### config.mk
export PLATFORM = sky130hd
export DESIGN_NAME = std_fu_arbiter
export DESIGN_NICKNAME = d
export VERILOG_FILES = /design/src/rtl/std_fu_arbiter.sv
export SDC_FILE = /design/constraint.sdc
export NUM_CORES = 1
export LEC_CHECK = 0
export BUFFER_PORTS_ARGS = -buffer_cell sky130_fd_sc_hd__buf_2
export CORE_AREA = 2 2 156 158
export CTS_BUF_LIST = sky130_fd_sc_hd__clkbuf_8 sky130_fd_sc_hd__clkbuf_16
export CTS_CLUSTER_SIZE = 30
export DETAILED_ROUTE_END_ITERATION = 12
export DIE_AREA = 0 0 158 160
export REMOVE_ABC_BUFFERS = 1
export SLEW_MARGIN = 25
export SYNTH_ARGS = -nofsm -noshare
export SYNTH_HDL_FRONTEND = slang
export SYNTH_SLANG_ARGS = --single-unit
### constraint.sdc
create_clock -name clk -period 2.7 [get_ports clk]
set_input_delay 0.135 -clock clk [delete_from_list [all_inputs] [get_ports clk]]
set_output_delay 0.135 -clock clk [all_outputs]
set_load 0.01 [all_outputs]
### src/rtl/std_fu_arbiter.sv
// std_fu_arbiter
//   Shares one functional unit between nreq requesters. One operation is in
//   flight at a time: a winner is accepted in IDLE, its operands are presented
//   to the unit in BUSY until fu_ready, then the captured result is returned
//   to that requester for one cycle in DONE.
//
//   Build option: define STD_FU_ARBITER_ROUND_ROBIN_EN for round-robin
//   arbitration starting after the last grant. Without it the arbiter uses
//   fixed priority, where the lowest valid index wins.
//
// Parameters
//   width : operand/result bit width
//   nreq  : number of requesters (2..8)
// Ports
//   clk        in   clock, rising edge
//   reset      in   asynchronous active-low reset
//   req_valid  in   [nreq]       requester i has an operation pending
//   req_left   in   [nreq*width] left operand of i at [i*width +: width]
//   req_right  in   [nreq*width] right operand of i, same packing
//   req_ready  out  [nreq]       one-hot accept strobe (IDLE only)
//   resp_done  out  [nreq]       one-hot one-cycle result strobe (DONE)
//   resp_out   out  [width]      result, zero unless resp_done is set
//   fu_left    out  [width]      left operand to the unit, zero outside BUSY
//   fu_right   out  [width]      right operand to the unit, zero outside BUSY
//   fu_valid   out               operation valid to the unit (BUSY)
//   fu_ready   in                unit result valid, sampled only in BUSY
//   fu_out     in   [width]      unit result
//   busy       out               high in every state except IDLE
module std_fu_arbiter #(
  parameter int width = 32,
  parameter int nreq  = 4
) (
  input  logic                    clk,
  input  logic                    reset,
  input  logic [nreq-1:0]         req_valid,
  input  logic [nreq*width-1:0]   req_left,
  input  logic [nreq*width-1:0]   req_right,
  output logic [nreq-1:0]         req_ready,
  output logic [nreq-1:0]         resp_done,
  output logic [width-1:0]        resp_out,
  output logic [width-1:0]        fu_left,
  output logic [width-1:0]        fu_right,
  output logic                    fu_valid,
  input  logic                    fu_ready,
  input  logic [width-1:0]        fu_out,
  output logic                    busy
);

  localparam int iw = (nreq > 1) ? $clog2(nreq) : 1;

  typedef enum logic [1:0] {IDLE = 2'd0, BUSY = 2'd1, DONE = 2'd2} state_t;

  state_t            state_reg, state_next;
  logic [iw-1:0]     grant_reg;
  logic [width-1:0]  left_reg, right_reg, result_reg;
  logic [iw-1:0]     win;
  logic              any_valid;
  logic              accept;

  // Unpack the flat operand buses into per-requester slices.
  logic [width-1:0]  left_arr  [nreq];
  logic [width-1:0]  right_arr [nreq];

  generate
    for (genvar gi = 0; gi < nreq; gi++) begin : g_unpack
      assign left_arr[gi]  = req_left[gi*width +: width];
      assign right_arr[gi] = req_right[gi*width +: width];
    end
  endgenerate

  assign any_valid = |req_valid;
  assign accept    = (state_reg == IDLE) && any_valid;

`ifdef STD_FU_ARBITER_ROUND_ROBIN_EN
  logic [iw-1:0] last_reg;
  logic [iw-1:0] idx;
  logic          found;

  // Search upward from the slot after the previous winner, wrapping.
  always_comb begin
    win   = '0;
    idx   = '0;
    found = 1'b0;
    for (int k = 1; k <= nreq; k++) begin
      idx = iw'((int'(last_reg) + k) % nreq);
      if (!found && req_valid[idx]) begin
        win   = idx;
        found = 1'b1;
      end
    end
  end

  always_ff @(posedge clk or negedge reset) begin
    if (!reset) begin
      last_reg <= iw'(nreq - 1);
    end else if (accept) begin
      last_reg <= win;
    end
  end
`else
  // Fixed priority: scanning downward leaves the lowest valid index.
  always_comb begin
    win = '0;
    for (int i = nreq - 1; i >= 0; i--) begin
      if (req_valid[i]) win = iw'(i);
    end
  end
`endif

  // State register.
  always_ff @(posedge clk or negedge reset) begin
    if (!reset) state_reg <= IDLE;
    else        state_reg <= state_next;
  end

  // Next-state logic. BUSY has no timeout; fu_ready matters only there.
  always_comb begin
    state_next = state_reg;
    case (state_reg)
      IDLE:    if (any_valid) state_next = BUSY;
      BUSY:    if (fu_ready)  state_next = DONE;
      DONE:    state_next = IDLE;
      default: state_next = IDLE;
    endcase
  end

  // Datapath registers: operands latched at accept, result at completion.
  always_ff @(posedge clk or negedge reset) begin
    if (!reset) begin
      grant_reg  <= '0;
      left_reg   <= '0;
      right_reg  <= '0;
      result_reg <= '0;
    end else begin
      if (accept) begin
        grant_reg <= win;
        left_reg  <= left_arr[win];
        right_reg <= right_arr[win];
      end
      if ((state_reg == BUSY) && fu_ready) begin
        result_reg <= fu_out;
      end
    end
  end

  // Outputs. req_ready is also gated by reset so that no accept is
  // advertised while reset is held, even though the state reads IDLE.
  always_comb begin
    req_ready = '0;
    resp_done = '0;
    resp_out  = '0;
    fu_left   = '0;
    fu_right  = '0;
    fu_valid  = 1'b0;
    busy      = (state_reg != IDLE);
    case (state_reg)
      IDLE: begin
        if (any_valid && reset) req_ready[win] = 1'b1;
      end
      BUSY: begin
        fu_valid = 1'b1;
        fu_left  = left_reg;
        fu_right = right_reg;
      end
      DONE: begin
        resp_done[grant_reg] = 1'b1;
        resp_out             = result_reg;
      end
      default: ;
    endcase
  end

endmodule

==> results by group <==
STA
  • Final hold vios: 0
  • Setup TNS: 0 ns
  • Period utilization: 74.2%
  • Slew margin rel.: ~44%
  • Max Clk Rate: 499 MHz
  • Final WS setup: roughly 0.70 ns
  • Tightest Pin Transition: roughly 0.84 ns
  • Slew Viols, Final: 0
  • Final setup viols: 0
  • Final worst path period need: 2.00 ns
  • RSZ-0062 raised after global routing: false
  • Clk_skew: ~0.013 ns

Worst setup path
  • Critical path cell sequence: nor2_4 > buf_4 > and4b_1 > buf_2
  • WS Path Type: flop to output port
  • CP Data Arrival Time: 1.87 ns
  • FF-to-FF setup slack: around 0.99 ns
  • WP data required: ~2.6 ns
  • Reg2Reg Depth: 3
  • Slowest cell delay on critical path: 0.44 ns
  • Setup crit end kind: output port
  • Slowest-stage cell, CP: dfrtp_1
  • Reg2reg end: right_reg[2]
  • Worst setup SP type: flop
  • Critical R2R Launch: state_reg[1]
  • Critical path peak fanout: 39

Floorplan
  • Core footprint: about 24,000 um2
  • Number of core rows: 57
  • Initial Utilization: about 32%
  • Die width: about 160 um
  • Total die area: 25,300 um2
  • Die height: 160 um
  • # IOs: roughly 400

Clock network
  • Post_cts resized: 0
  • Max clock buf depth: 2
  • H-tree Lvls: 3
  • Total CTS buffers: 9
  • Worst skew pair latency: roughly 0.35 ns
  • Reg clk slew, reported paths: about 0.080 ns
  • CTS tree: done
  • Setup bufs post-CTS: 0
  • Hold-fix buffers, CTS: 2
  • Root buf cell: clkbuf_16
  • Clock Sink Count: 100

Synth
  • Post-synthesis sequential area ratio: 32.7%
  • Synth cell types: 27
  • Flops & latches, synth: 100
  • Mapped Avg Cell Area: ~8 um2
  • YS warnings: 0
  • Syn Inst Count: between 900 and 1,000
  • Mapped Area: approximately 7700 um2

Global routing
  • GRT Overall Usage: between 20% and 30%
  • Largest net degree at the start of global routing: roughly 130
  • Congestion Overflow GR: 0
  • Initial antenna violation count: 3
  • Vias in the first global route: between 7,000 and 8,000
  • First-pass GRT wire length: a little over 40,000 um

Layout
  • Area grow syn2layout: 33.1%
  • Share of layout cells above drive strength 1: a little under two fifths
  • Reg area: between 2000 and 3000 um2
  • Multi-input logic area: 4500 um2
  • FILL cells: between 2,000 and 3,000
  • Final net count: about 1,600

Routing
  • Detailed Route Iter0 Violations: between 200 and 300
  • Drt total wl: 26,600 um
  • Via count: between 8,000 and 9,000
  • Routed len/inst: between 15 and 20 um
  • DRT antenna net count: 0
  • Vias per cell: approximately 5
  • DR pass1 iterations: 4
  • Post-route DRC: 0

Power and ir drop
  • Pleak: around 5.2 nW
  • Logic pwr share: about half
  • Pint: approximately 0.0048 W
  • Clock power share: a little under a fifth
  • P_sw: ~0.0031 W
  • Peak VDD IR: 0.343 mV
  • Net Sw Frac: between 30% and 40%
  • Sequential share of power: about a third
  • PD cells: between 700 and 800 nW/um2

Placed design
  • Post-DP HPWL: ~19,000 um
  • Port buffer count: 400
  • Final GP Congestion: ~0.8
  • Pre-CTS setup slack: between 0.8 and 0.9 ns

Worst hold path
  • WHS Endpoint: result_reg[26]
  • Hold Path Origin: fu_out[26]
  • HP Class: primary input to flop
  • Hold Path Cell Cnt: 2

Outcome
  • Status: complete, no violations

Run
  • # Max-Cap Violations: 0
==> power groups by stage <==
stage	clock network, W	logic (W)	registers, W
2_1_floorplan	0	0.00226	0.00248
3_3_place_gp	0	0.00385	0.00260
3_5_place_dp	0	0.00389	0.00262
4_1_cts	0.00149	0.00390	0.00259
5_1_grt	0.00155	0.00427	0.00269
6_report	0.00145	0.00384	0.00259
==> worst max path at each step <==
stage | start | end | slack (ns) | depth (start not counted)
6_report | state_reg[1] | req_ready[1] | 0.70 | 4
5_1_grt | state_reg[1] | req_ready[1] | 0.61 | 4
4_1_cts | state_reg[1] | req_ready[1] | 0.65 | 4
3_5_place_dp | req_valid[0] | state_reg[0] | 0.89 | 4
3_3_place_gp | req_valid[0] | state_reg[0] | 0.90 | 4
2_1_floorplan | state_reg[1] | result_reg[0] | -1.00 | 3
==> per-stage QoR <==
step / util [%] / instances / hold slack, ns / power (W) / cell area [um2]
finish: 42.8 / 1592 / 0.0169 / 0.00788 / 10200
global route: 42.8 / 1592 / 0.00120 / 0.00850 / 10200
CTS: 42.8 / 1591 / 0.0000272 / 0.00798 / 10200
detailed placement: 41.3 / 1573 / 0.0821 / 0.00651 / 9850
global placement: 41.3 / 1573 / 0.0753 / 0.00644 / 9850
floorplan: - / 833 / -0.161 / 0.00474 / 7240
==> logic make-up after synthesis <==
logic type,share of synthesized area [%]
buffers and inverters,8.87
DFF,32.7
and+or+nand+nor,28.1
AOI/OAI and AO/OA,25.6
muxes,4.70
==> area by class of cell <==
| type | count | area share [%] |
|---|---|---|
| Antenna cell | 1 | 0.0245 |
| Clock buffer | 9 | 2.21 |
| Clock inverter | 7 | 0.970 |
| Inverter | 68 | 2.50 |
| Multi-Input combinational cell | 665 | 44.2 |
| Sequential cell | 100 | 24.5 |
| Tap cell | 324 | 3.98 |
| Timing Repair Buffer | 418 | 21.6 |
==> critical path, delay by kind of cell, from the launching register on <==
kind	cells	cell delay, ns
buffers and inverters	2	0.58
flip-flops	1	0.44
AND/OR/NAND/NOR	2	0.50
==> synth_stat cells, drive strengths merged <==
master	instances	area, um2
nand3	1	5.00
nor2	6	22.5
nor3b	2	15.0
and2	97	609
dfrtp	100	2500
nor2b	66	413
and4b	1	10.0
o21ai	64	320
nand2	3	11.3
inv	68	255
buf	21	135
a31oi	64	400
mux2	32	360
o221a	1	11.3
a21oi	129	646
nand3b	64	480
and3b	65	569
a22o	64	561
o21a	1	7.51
clkbuf	77	289
a21o	1	7.51
and3	2	12.5
or4	1	7.51
o22a	1	8.76
==> layer usage <==
metal	up-vias	global-route usage (%)	wire, um
li1	3944	-	-
met1	3819	24.1	11000
met2	297	35.9	12900
met3	28	5.64	2220
met4	4	4.83	448
met5	-	0	24
==> cell usage in the layout (no fill, tap or decap), types with 4 or more instances in the layout <==
master     instances
o21ai_0           64
a31oi_1           64
clkbuf_16          9
buf_12             4
a21oi_1          129
inv_1             69
and3b_1           65
nand3b_1          64
nor2b_1           65
a22o_1            64
buf_2            396
nor2_1             4
mux2_2            32
buf_4             16
dfrtp_1          100
and2_1            96
Note: power is estimated with default switching activity, not from simulation.
